**src/rtl/vga_timing_gen.sv**
```systemverilog
// Parametrised VGA raster timing generator with a one-stage registered pixel pipeline.
// x/y address the next pixel; rgb_out/hsync/vsync/de/strobes lag them by one ce edge.
module vga_timing_gen #(
  parameter int       H_ACTIVE = 360,
  parameter int       H_FRONT  = 6,
  parameter int       H_SYNC   = 32,
  parameter int       H_BACK   = 57,
  parameter int       V_ACTIVE = 600,
  parameter int       V_FRONT  = 1,
  parameter int       V_SYNC   = 2,
  parameter int       V_BACK   = 23,
  parameter logic     H_POL    = 1'b0,
  parameter logic     V_POL    = 1'b0,
  parameter int       CW       = 12
) (
  input  logic          CLK,
  input  logic          RST,
  input  logic          ce,
  input  logic          blank,
  input  logic [2:0]    rgb_in,
  output logic [CW-1:0] x,
  output logic [CW-1:0] y,
  output logic          req,
  output logic [2:0]    rgb_out,
  output logic          hsync,
  output logic          vsync,
  output logic          de,
  output logic          line_start,
  output logic          frame_start
);

  localparam int H_TOTAL = H_ACTIVE + H_FRONT + H_SYNC + H_BACK;
  localparam int V_TOTAL = V_ACTIVE + V_FRONT + V_SYNC + V_BACK;

  localparam logic [CW-1:0] H_LAST    = CW'(H_TOTAL - 1);
  localparam logic [CW-1:0] V_LAST    = CW'(V_TOTAL - 1);
  localparam logic [CW-1:0] H_ACT     = CW'(H_ACTIVE);
  localparam logic [CW-1:0] V_ACT     = CW'(V_ACTIVE);
  // Inclusive bounds avoid overflow when the sync pulse ends on the last count.
  localparam logic [CW-1:0] HS_FIRST  = CW'(H_ACTIVE + H_FRONT);
  localparam logic [CW-1:0] HS_LAST   = CW'(H_ACTIVE + H_FRONT + H_SYNC - 1);
  localparam logic [CW-1:0] VS_FIRST  = CW'(V_ACTIVE + V_FRONT);
  localparam logic [CW-1:0] VS_LAST   = CW'(V_ACTIVE + V_FRONT + V_SYNC - 1);

  logic [CW-1:0] x_q, x_d;
  logic [CW-1:0] y_q, y_d;
  logic [2:0]    rgb_q, rgb_d;
  logic          hsync_q, hsync_d;
  logic          vsync_q, vsync_d;
  logic          de_q, de_d;
  logic          line_start_q, line_start_d;
  logic          frame_start_q, frame_start_d;

  assign req = (x_q < H_ACT) && (y_q < V_ACT);

  always_comb begin
    // NOTE: every signal gets a hold/default value first, so no path leaves one unassigned and no latch is inferred.
    x_d           = x_q;
    y_d           = y_q;
    rgb_d         = rgb_q;
    hsync_d       = hsync_q;
    vsync_d       = vsync_q;
    de_d          = de_q;
    line_start_d  = 1'b0;
    frame_start_d = 1'b0;

    if (ce) begin
      if (x_q == H_LAST) begin
        x_d = '0;
        y_d = (y_q == V_LAST) ? '0 : y_q + CW'(1);
      end else begin
        x_d = x_q + CW'(1);
      end

      // Output stage samples the pre-increment coordinate.
      de_d          = req;
      rgb_d         = (req && !blank) ? rgb_in : 3'b000;
      hsync_d       = (x_q >= HS_FIRST && x_q <= HS_LAST) ? H_POL : ~H_POL;
      vsync_d       = (y_q >= VS_FIRST && y_q <= VS_LAST) ? V_POL : ~V_POL;
      line_start_d  = (x_q == '0);
      frame_start_d = (x_q == '0) && (y_q == '0);
    end
  end

  // NOTE: state registers use non-blocking assignments so every flop samples pre-edge values.
  always_ff @(posedge CLK or posedge RST) begin
    if (RST) begin
      x_q           <= '0;
      y_q           <= '0;
      rgb_q         <= 3'b000;
      hsync_q       <= ~H_POL;
      vsync_q       <= ~V_POL;
      de_q          <= 1'b0;
      line_start_q  <= 1'b0;
      frame_start_q <= 1'b0;
    end else begin
      x_q           <= x_d;
      y_q           <= y_d;
      rgb_q         <= rgb_d;
      hsync_q       <= hsync_d;
      vsync_q       <= vsync_d;
      de_q          <= de_d;
      line_start_q  <= line_start_d;
      frame_start_q <= frame_start_d;
    end
  end

  assign x           = x_q;
  assign y           = y_q;
  assign rgb_out     = rgb_q;
  assign hsync       = hsync_q;
  assign vsync       = vsync_q;
  assign de          = de_q;
  assign line_start  = line_start_q;
  assign frame_start = frame_start_q;

endmodule

```
**config.mk**
```make
export PLATFORM = sky130hd
export DESIGN_NAME = vga_timing_gen
export DESIGN_NICKNAME = d
export VERILOG_FILES = /design/src/rtl/vga_timing_gen.sv
export SDC_FILE = /design/constraint.sdc
export NUM_CORES = 1
export LEC_CHECK = 0
export BUFFER_PORTS_ARGS = -buffer_cell sky130_fd_sc_hd__buf_2
export CAP_MARGIN = 0
export CORE_MARGIN = 2
export CORE_UTILIZATION = 55
export CTS_CLUSTER_DIAMETER = 120
export DETAILED_ROUTE_END_ITERATION = 8
export GPL_ROUTABILITY_DRIVEN = 0
export PLACE_DENSITY = 0.84
export SLEW_MARGIN = 15
export SYNTH_ARGS = -nofsm -noshare
export SYNTH_HDL_FRONTEND = slang
export SYNTH_SLANG_ARGS = --single-unit
```
**constraint.sdc**
```tcl
create_clock -name CLK -period 3 [get_ports CLK]
set_input_delay 0.45 -clock CLK [delete_from_list [all_inputs] [get_ports CLK]]
set_output_delay 0.45 -clock CLK [all_outputs]
set_load 0.05 [all_outputs]
```
==> flow_metrics.tcl, run 1 <==
set metrics [dict create \
    drt_wl_total_mm 4.01 \
    yosysSeqAreaShare_pct 44.3 \
    clkPwrFrac_pct 22.9 \
    grt_pass1_vias 1408 \
    async_flop_share_pct 100 \
    port_buffers 39 \
    cts_root_buffer "clkbuf_4" \
    core-area_mm2 0.00310 \
    h-tree-depth 2 \
    fin_crit_sh_pct 86.7 \
    path_clk_slew_ns 0.09 \
    n_antenna_cell 0 \
    dieHeight_um 61.4 \
    drive_above_1_share_pct 23.5 \
    tightestPinTransition_ns 0.502 \
    drc 0 \
    critPathMaxFanout 9 \
    synth_largest_area_cell "dfrtp_1" \
    fmaxAchievable_ghz 0.384 \
    num-fill-cells 278 \
    ys_ff_latch 32 \
    synth.top_cell.area_share_pct 41.4 \
    hold_violations 0 \
    path_cells "a211o_1 > a211oi_1 > and3_1 > buf_2" \
    synth_edf_count 0 \
    final_max_slew_viol_count 0 \
    rows 20 \
    initial_core_util_pct 58.4 \
    die_x_um 61.4 \
    tritoncts "built" \
    setup-tns-final_ns 0 \
    io_pins 40 \
    synth_flop_cell "dfrtp_1" \
    synth_compound_area_share_pct 12.4 \
    cts_buffers 5 \
    clock_sinks 32 \
    max_stage_delay_ns 0.49 \
    yosysWarnings 0 \
    setup_viol 0 \
    synth_cells 189 \
    synth_mux_area_share_pct 1.73 \
    peakVddDrop_mv 0.292 \
    slowest_stage "dfrtp_1" \
    end_kind "primary output" \
    vias_per_cell 6.05 \
    swShare_pct 39.2 \
    rsz0062_at_grt "no" \
    yosys-top-cells-area "dfrtp_1 41%, ha_1 5.5%, nand4_1 4.5%, xnor2_1 3.4%, nand2_1 3.1%" \
    clockBufferDepth 2 \
    leakage_nw 0.992 \
    power.switching_uw 432 \
    synth_top_family_by_area "simple AND/OR/NAND/NOR gates" \
    max_slew_margin_pct 66.1 \
    cts_setup_buffers 0 \
    areaGrowthSynthToFinish_pct 14.7 \
    cts_resized 0 \
    drtAntennaViolNets 0 \
    startpoint_type "flip-flop" \
    drt_iter0_markers 71 \
    p_seq_share_pct 48.8 \
    total_power_mw 1.10 \
    fin_skew_ns 0.00397 \
    avgSynthCellArea_um2 9.59 \
    status "completed" \
    grt_usage_pct 23.6 \
    power.density_cell_area_mw_per_mm2 530 \
    min_period_ns 2.60 \
    combPwrFrac_pct 28.3 \
    hpwl_mm 2.85 \
    grt-ovfl-total 0 \
    hp-class "input pin to asynchronous set/reset pin" \
    grt_max_degree 33 \
    ctsHoldBuffers 0 \
    synthesis.nets 204 \
    synth-simple-area-share_pct 26.2 \
    p_int_uw 670 \
    drv_cap 0 \
    insertion_delay_ns 0.31 \
    finalNetCount 240 \
    synthDistinctLibCells 43 \
    syn_area_mm2 0.00181 \
    grt_pass1_wl_mm 6.56 \
    wire_per_inst_um 14.9 \
    crit_type "flip-flop to primary output" \
    synthXorXnorAreaFrac_pct 5.31 \
    synthAdderAreaFrac_pct 5.52 \
    firstDrtPassIters 4 \
    via_count 1633 \
    worstPathArrival_ns 2.15 \
    required_ns 2.55 \
    antenna_found_initial 0 \
    die_area_mm2 0.00377 \
]
==> flip-flops by register name, summed over array words and instances, names as in the netlist <==
signal       cells
de               1
frame_start      1
hsync            1
line_start       1
rgb_out          3
vsync            1
x               12
y               12
==> logic make-up after synthesis <==
logic type | after synthesis
buf+inv | 19
xor+xnor | 11
fa+ha+maj | 8
mux | 3
flops | 32
simple gates | 82
compound gates | 34
==> worst max-delay path: cells and delay by family (launching register included) <==
kind,cells,cell delay (ns)
AO/OA/AOI/OAI,2,0.69
buffers and inverters,1,0.31
flip-flops,1,0.49
AND/OR/NAND/NOR,1,0.36
==> Yosys cell counts, drive strengths merged, types with 2 or more instances <==
master  number
dfrtp       30
xor2         4
nor4         3
o21ai       11
nor4b        3
nand4       13
clkbuf       9
or3          4
and4         5
dfstp        2
a31oi        5
nor2         7
xnor2        7
mux2i        2
and3         6
nor3         9
inv          7
nand3       11
ha           8
a21oi        5
buf          3
or4          2
a32o         3
nand2       15
and2         2
==> stage by stage <==
stage	util, %	area [µm²]	hold slack [ns]	instances	setup slack (ns)
floorplan	-	1810	0.565	189	0.467
global placement	65.1	2020	0.479	262	0.843
detailed placement	65.1	2020	0.476	262	0.761
CTS	67.0	2080	0.207	270	0.400
global route	67.0	2080	0.221	270	0.252
finish	67.0	2080	0.199	270	0.399
==> routing by layer <==
layer	share of wire, %	track usage (%)	vias to the layer above
li1	-	-	775
met1	46	33.2	773
met2	46	35.6	81
met3	7.8	6.30	4
met4	0.77	7.60	0
met5	0	0	-
==> final timing paths <==
kind | from | end | slack, ns | depth (start not counted)
max in group asynchronous | RST | hsync$_DFFE_PP1P_ | 2.48 | 3
setup / recovery | y[7]$_DFFE_PP0P_ | req | 0.40 | 4
hold / removal | RST | y[9]$_DFFE_PP0P_ | 0.20 | 3
min in group CLK | rgb_in[1] | rgb_out[1]$_DFFE_PP0P_ | 0.38 | 2
hold reg to reg | vsync$_DFFE_PP1P_ | vsync$_DFFE_PP1P_ | 0.49 | 2
setup reg to reg | x[9]$_DFFE_PP0P_ | y[9]$_DFFE_PP0P_ | 0.87 | 4
==> layout make-up <==
class	count	area, µm²	share of cell area [%]
clock buffer	8	58.8	2.83
inverter	7	26.3	1.26
multi-input combinational	138	926	44.5
sequential	32	803	38.6
tap	44	55.1	2.65
timing repair buffer	41	210	10.1
==> cells in the final DEF, fill, tap and decap left out, types with 2 or more instances in the layout <==
master,instances
a21oi_1,5
a31oi_1,5
a32o_1,3
and2_1,2
and3_1,6
and4_1,5
buf_2,39
buf_4,2
clkbuf_1,2
clkbuf_4,5
dfrtp_1,30
dfstp_2,2
ha_1,8
inv_1,7
mux2i_1,2
nand2_1,15
nand3_1,11
nand4_1,13
nor2_1,7
nor3_1,9
nor4_1,3
nor4b_1,2
o21ai_0,11
or3_1,3
xnor2_1,7
xor2_1,4
==> power groups by stage <==
stage	Combinational [mW]	Sequential (mW)	Clock [mW]
after floorplan	0.161	0.639	0
after global placement	0.306	0.543	0
after detailed placement	0.312	0.544	0
after CTS	0.314	0.536	0.257
after global routing	0.340	0.546	0.277
final	0.312	0.538	0.252
Power figures use the tool's default switching activity.
==> inputs of run 2 (changes only) <==
- CORE_UTILIZATION: 55 -> 30
- GPL_TIMING_DRIVEN: default -> 0
- PLACE_DENSITY: 0.84 -> 0.52
- RECOVER_POWER: default -> 50
==> flow_metrics.tcl, run 2 (same netlist as run 1, synthesis figures left out) <==
set metrics [dict create \
    status "completed" \
    grt_usage_pct 14.2 \
    cp_common_cell "clkbuf_1" \
    drive_above_1_share_pct 17.8 \
    drt_iter0_markers 51 \
    cts_root_buffer "clkbuf_8" \
    wl_met2_mm 1.94 \
    ctsHoldBuffers 0 \
    h-tree-depth 2 \
    hpwl_mm 3.11 \
    setup-tns-final_ns 0 \
    hold_violations 0 \
    mostFrequentLayoutCells "30 x dfrtp_1, 26 x buf_2, 23 x clkbuf_1" \
    drt_wl_total_mm 4.30 \
    required_ns 2.55 \
    rsz0062_at_grt "no" \
    firstDrtPassIters 4 \
    min_period_ns 2.72 \
    end_kind "primary output" \
    crit_buf_inv 3 \
    rows 28 \
    min-delay-start "rgb_in[2]" \
    final_core_util_pct 37.6 \
    cts_setup_buffers 0 \
    core-area_mm2 0.00589 \
    hold_depth 2 \
    clockBufferDepth 2 \
    final_common_cell "dfrtp_1" \
    peakVddDrop_mv 0.211 \
    drt-met1-wl_mm 2.11 \
    leakage_nw 0.986 \
    cts_buffers 5 \
    topRoutingLayerUsed "met4" \
    cts_resized 0 \
    drv_cap 0 \
    setup_viol 0 \
    dieHeight_um 81.7 \
    power.density_cell_area_mw_per_mm2 598 \
    insertion_delay_ns 0.28 \
    tightestPinTransition_ns 1.22 \
    path_clk_slew_ns 0.08 \
    die_x_um 81.7 \
    via_count 1586 \
    grt_pass1_vias 1446 \
    crit_type "flip-flop to primary output" \
    port_buffers 39 \
    path_cells "clkbuf_1 > a211o_1 > a211oi_1 > and3_1 > clkbuf_1 > buf_2" \
    antenna_found_initial 0 \
    finalNetCount 250 \
    route.met3.wl_um 218 \
    initial_core_util_pct 30.8 \
    grt_max_degree 33 \
    areaGrowthSynthToFinish_pct 21.9 \
    r2r_start "x[5]$_DFFE_PP0P_" \
    drtAntennaViolNets 0 \
    fmaxAchievable_ghz 0.367 \
    io_pins 40 \
    clock_sinks 32 \
    drc 0 \
    final_max_slew_viol_count 0 \
    rr_worst_depth 5 \
    timing.rr.end "y[5]$_DFFE_PP0P_" \
    vias_per_cell 5.10 \
    startpoint_type "flip-flop" \
    critPathMaxFanout 8 \
    r2r_setup_slack_ns 0.68 \
    fin_skew_ns 0.0126 \
    hp-class "input pin to flip-flop" \
    fin_crit_sh_pct 90.8 \
    grt-ovfl-total 0 \
    die_area_mm2 0.00668 \
    tritoncts "built" \
    max_stage_delay_ns 0.38 \
    min_to "rgb_out[2]$_DFFE_PP0P_" \
    worstPathArrival_ns 2.27 \
    grt_pass1_wl_mm 7.32 \
    max_slew_margin_pct 18.7 \
    n_antenna_cell 0 \
    wire_per_inst_um 13.8 \
    cpLargestDelayFamily "buffers and inverters" \
    slowest_stage "dfrtp_1" \
]
-- run 2: cell types whose count changed in the layout (fill, tap and decap cells not counted), sizes merged --
cell / change
bufinv: +1
clkbuf: +22
buf: -13
-- run 2: report_power, final --
group | switching [mW] | internal, mW | total, mW | leakage [nW]
logic | 0.261 | 0.103 | 0.363 | 0.519
clock network | 0.159 | 0.293 | 0.452 | 0.0645
registers | 0.0382 | 0.468 | 0.506 | 0.403
total | 0.458 | 0.864 | 1.32 | 0.986
-- run 2: metrics by stage --
stage	hold slack (ns)	instances	power [mW]	area, µm²	setup WS [ns]
floorplan	0.565	189	0.800	1810	0.467
global placement	0.486	303	0.883	2100	0.576
detailed placement	0.482	303	0.885	2100	0.566
CTS	0.302	311	1.35	2230	0.243
global route	0.425	311	1.40	2210	0.0768
finish	0.409	311	1.32	2210	0.277
-- run 2: cell type report --
cell class              count  area, µm²
inverters                   7       26.3
clock inverters             1       30.0
plain buffers              12       57.6
fillers                   622       3670
well taps                  75       93.8
flip-flops and latches     32        803
repair buffers             39        178
clock buffers               7       96.3
multi-input cells         138        926
-- run 2: worst max-delay path by stage --
stage                     startpoint  endpoint  slack (ns)  depth (start not counted)
CTS                 y[7]$_DFFE_PP0P_       req        0.24                          6
detailed placement  y[7]$_DFFE_PP0P_       req        0.57                          6
floorplan           y[5]$_DFFE_PP0P_       req        0.47                          5
finish              y[7]$_DFFE_PP0P_       req        0.28                          6
global placement    y[7]$_DFFE_PP0P_       req        0.58                          6
global route        y[5]$_DFFE_PP0P_       req        0.08                          6
-- run 2: metal layers --
layer	vias up	GRT usage [%]
met1	742	20.0
met2	48	21.5
met3	2	3.74
met5	-	0
met4	0	4.00
li1	794	-
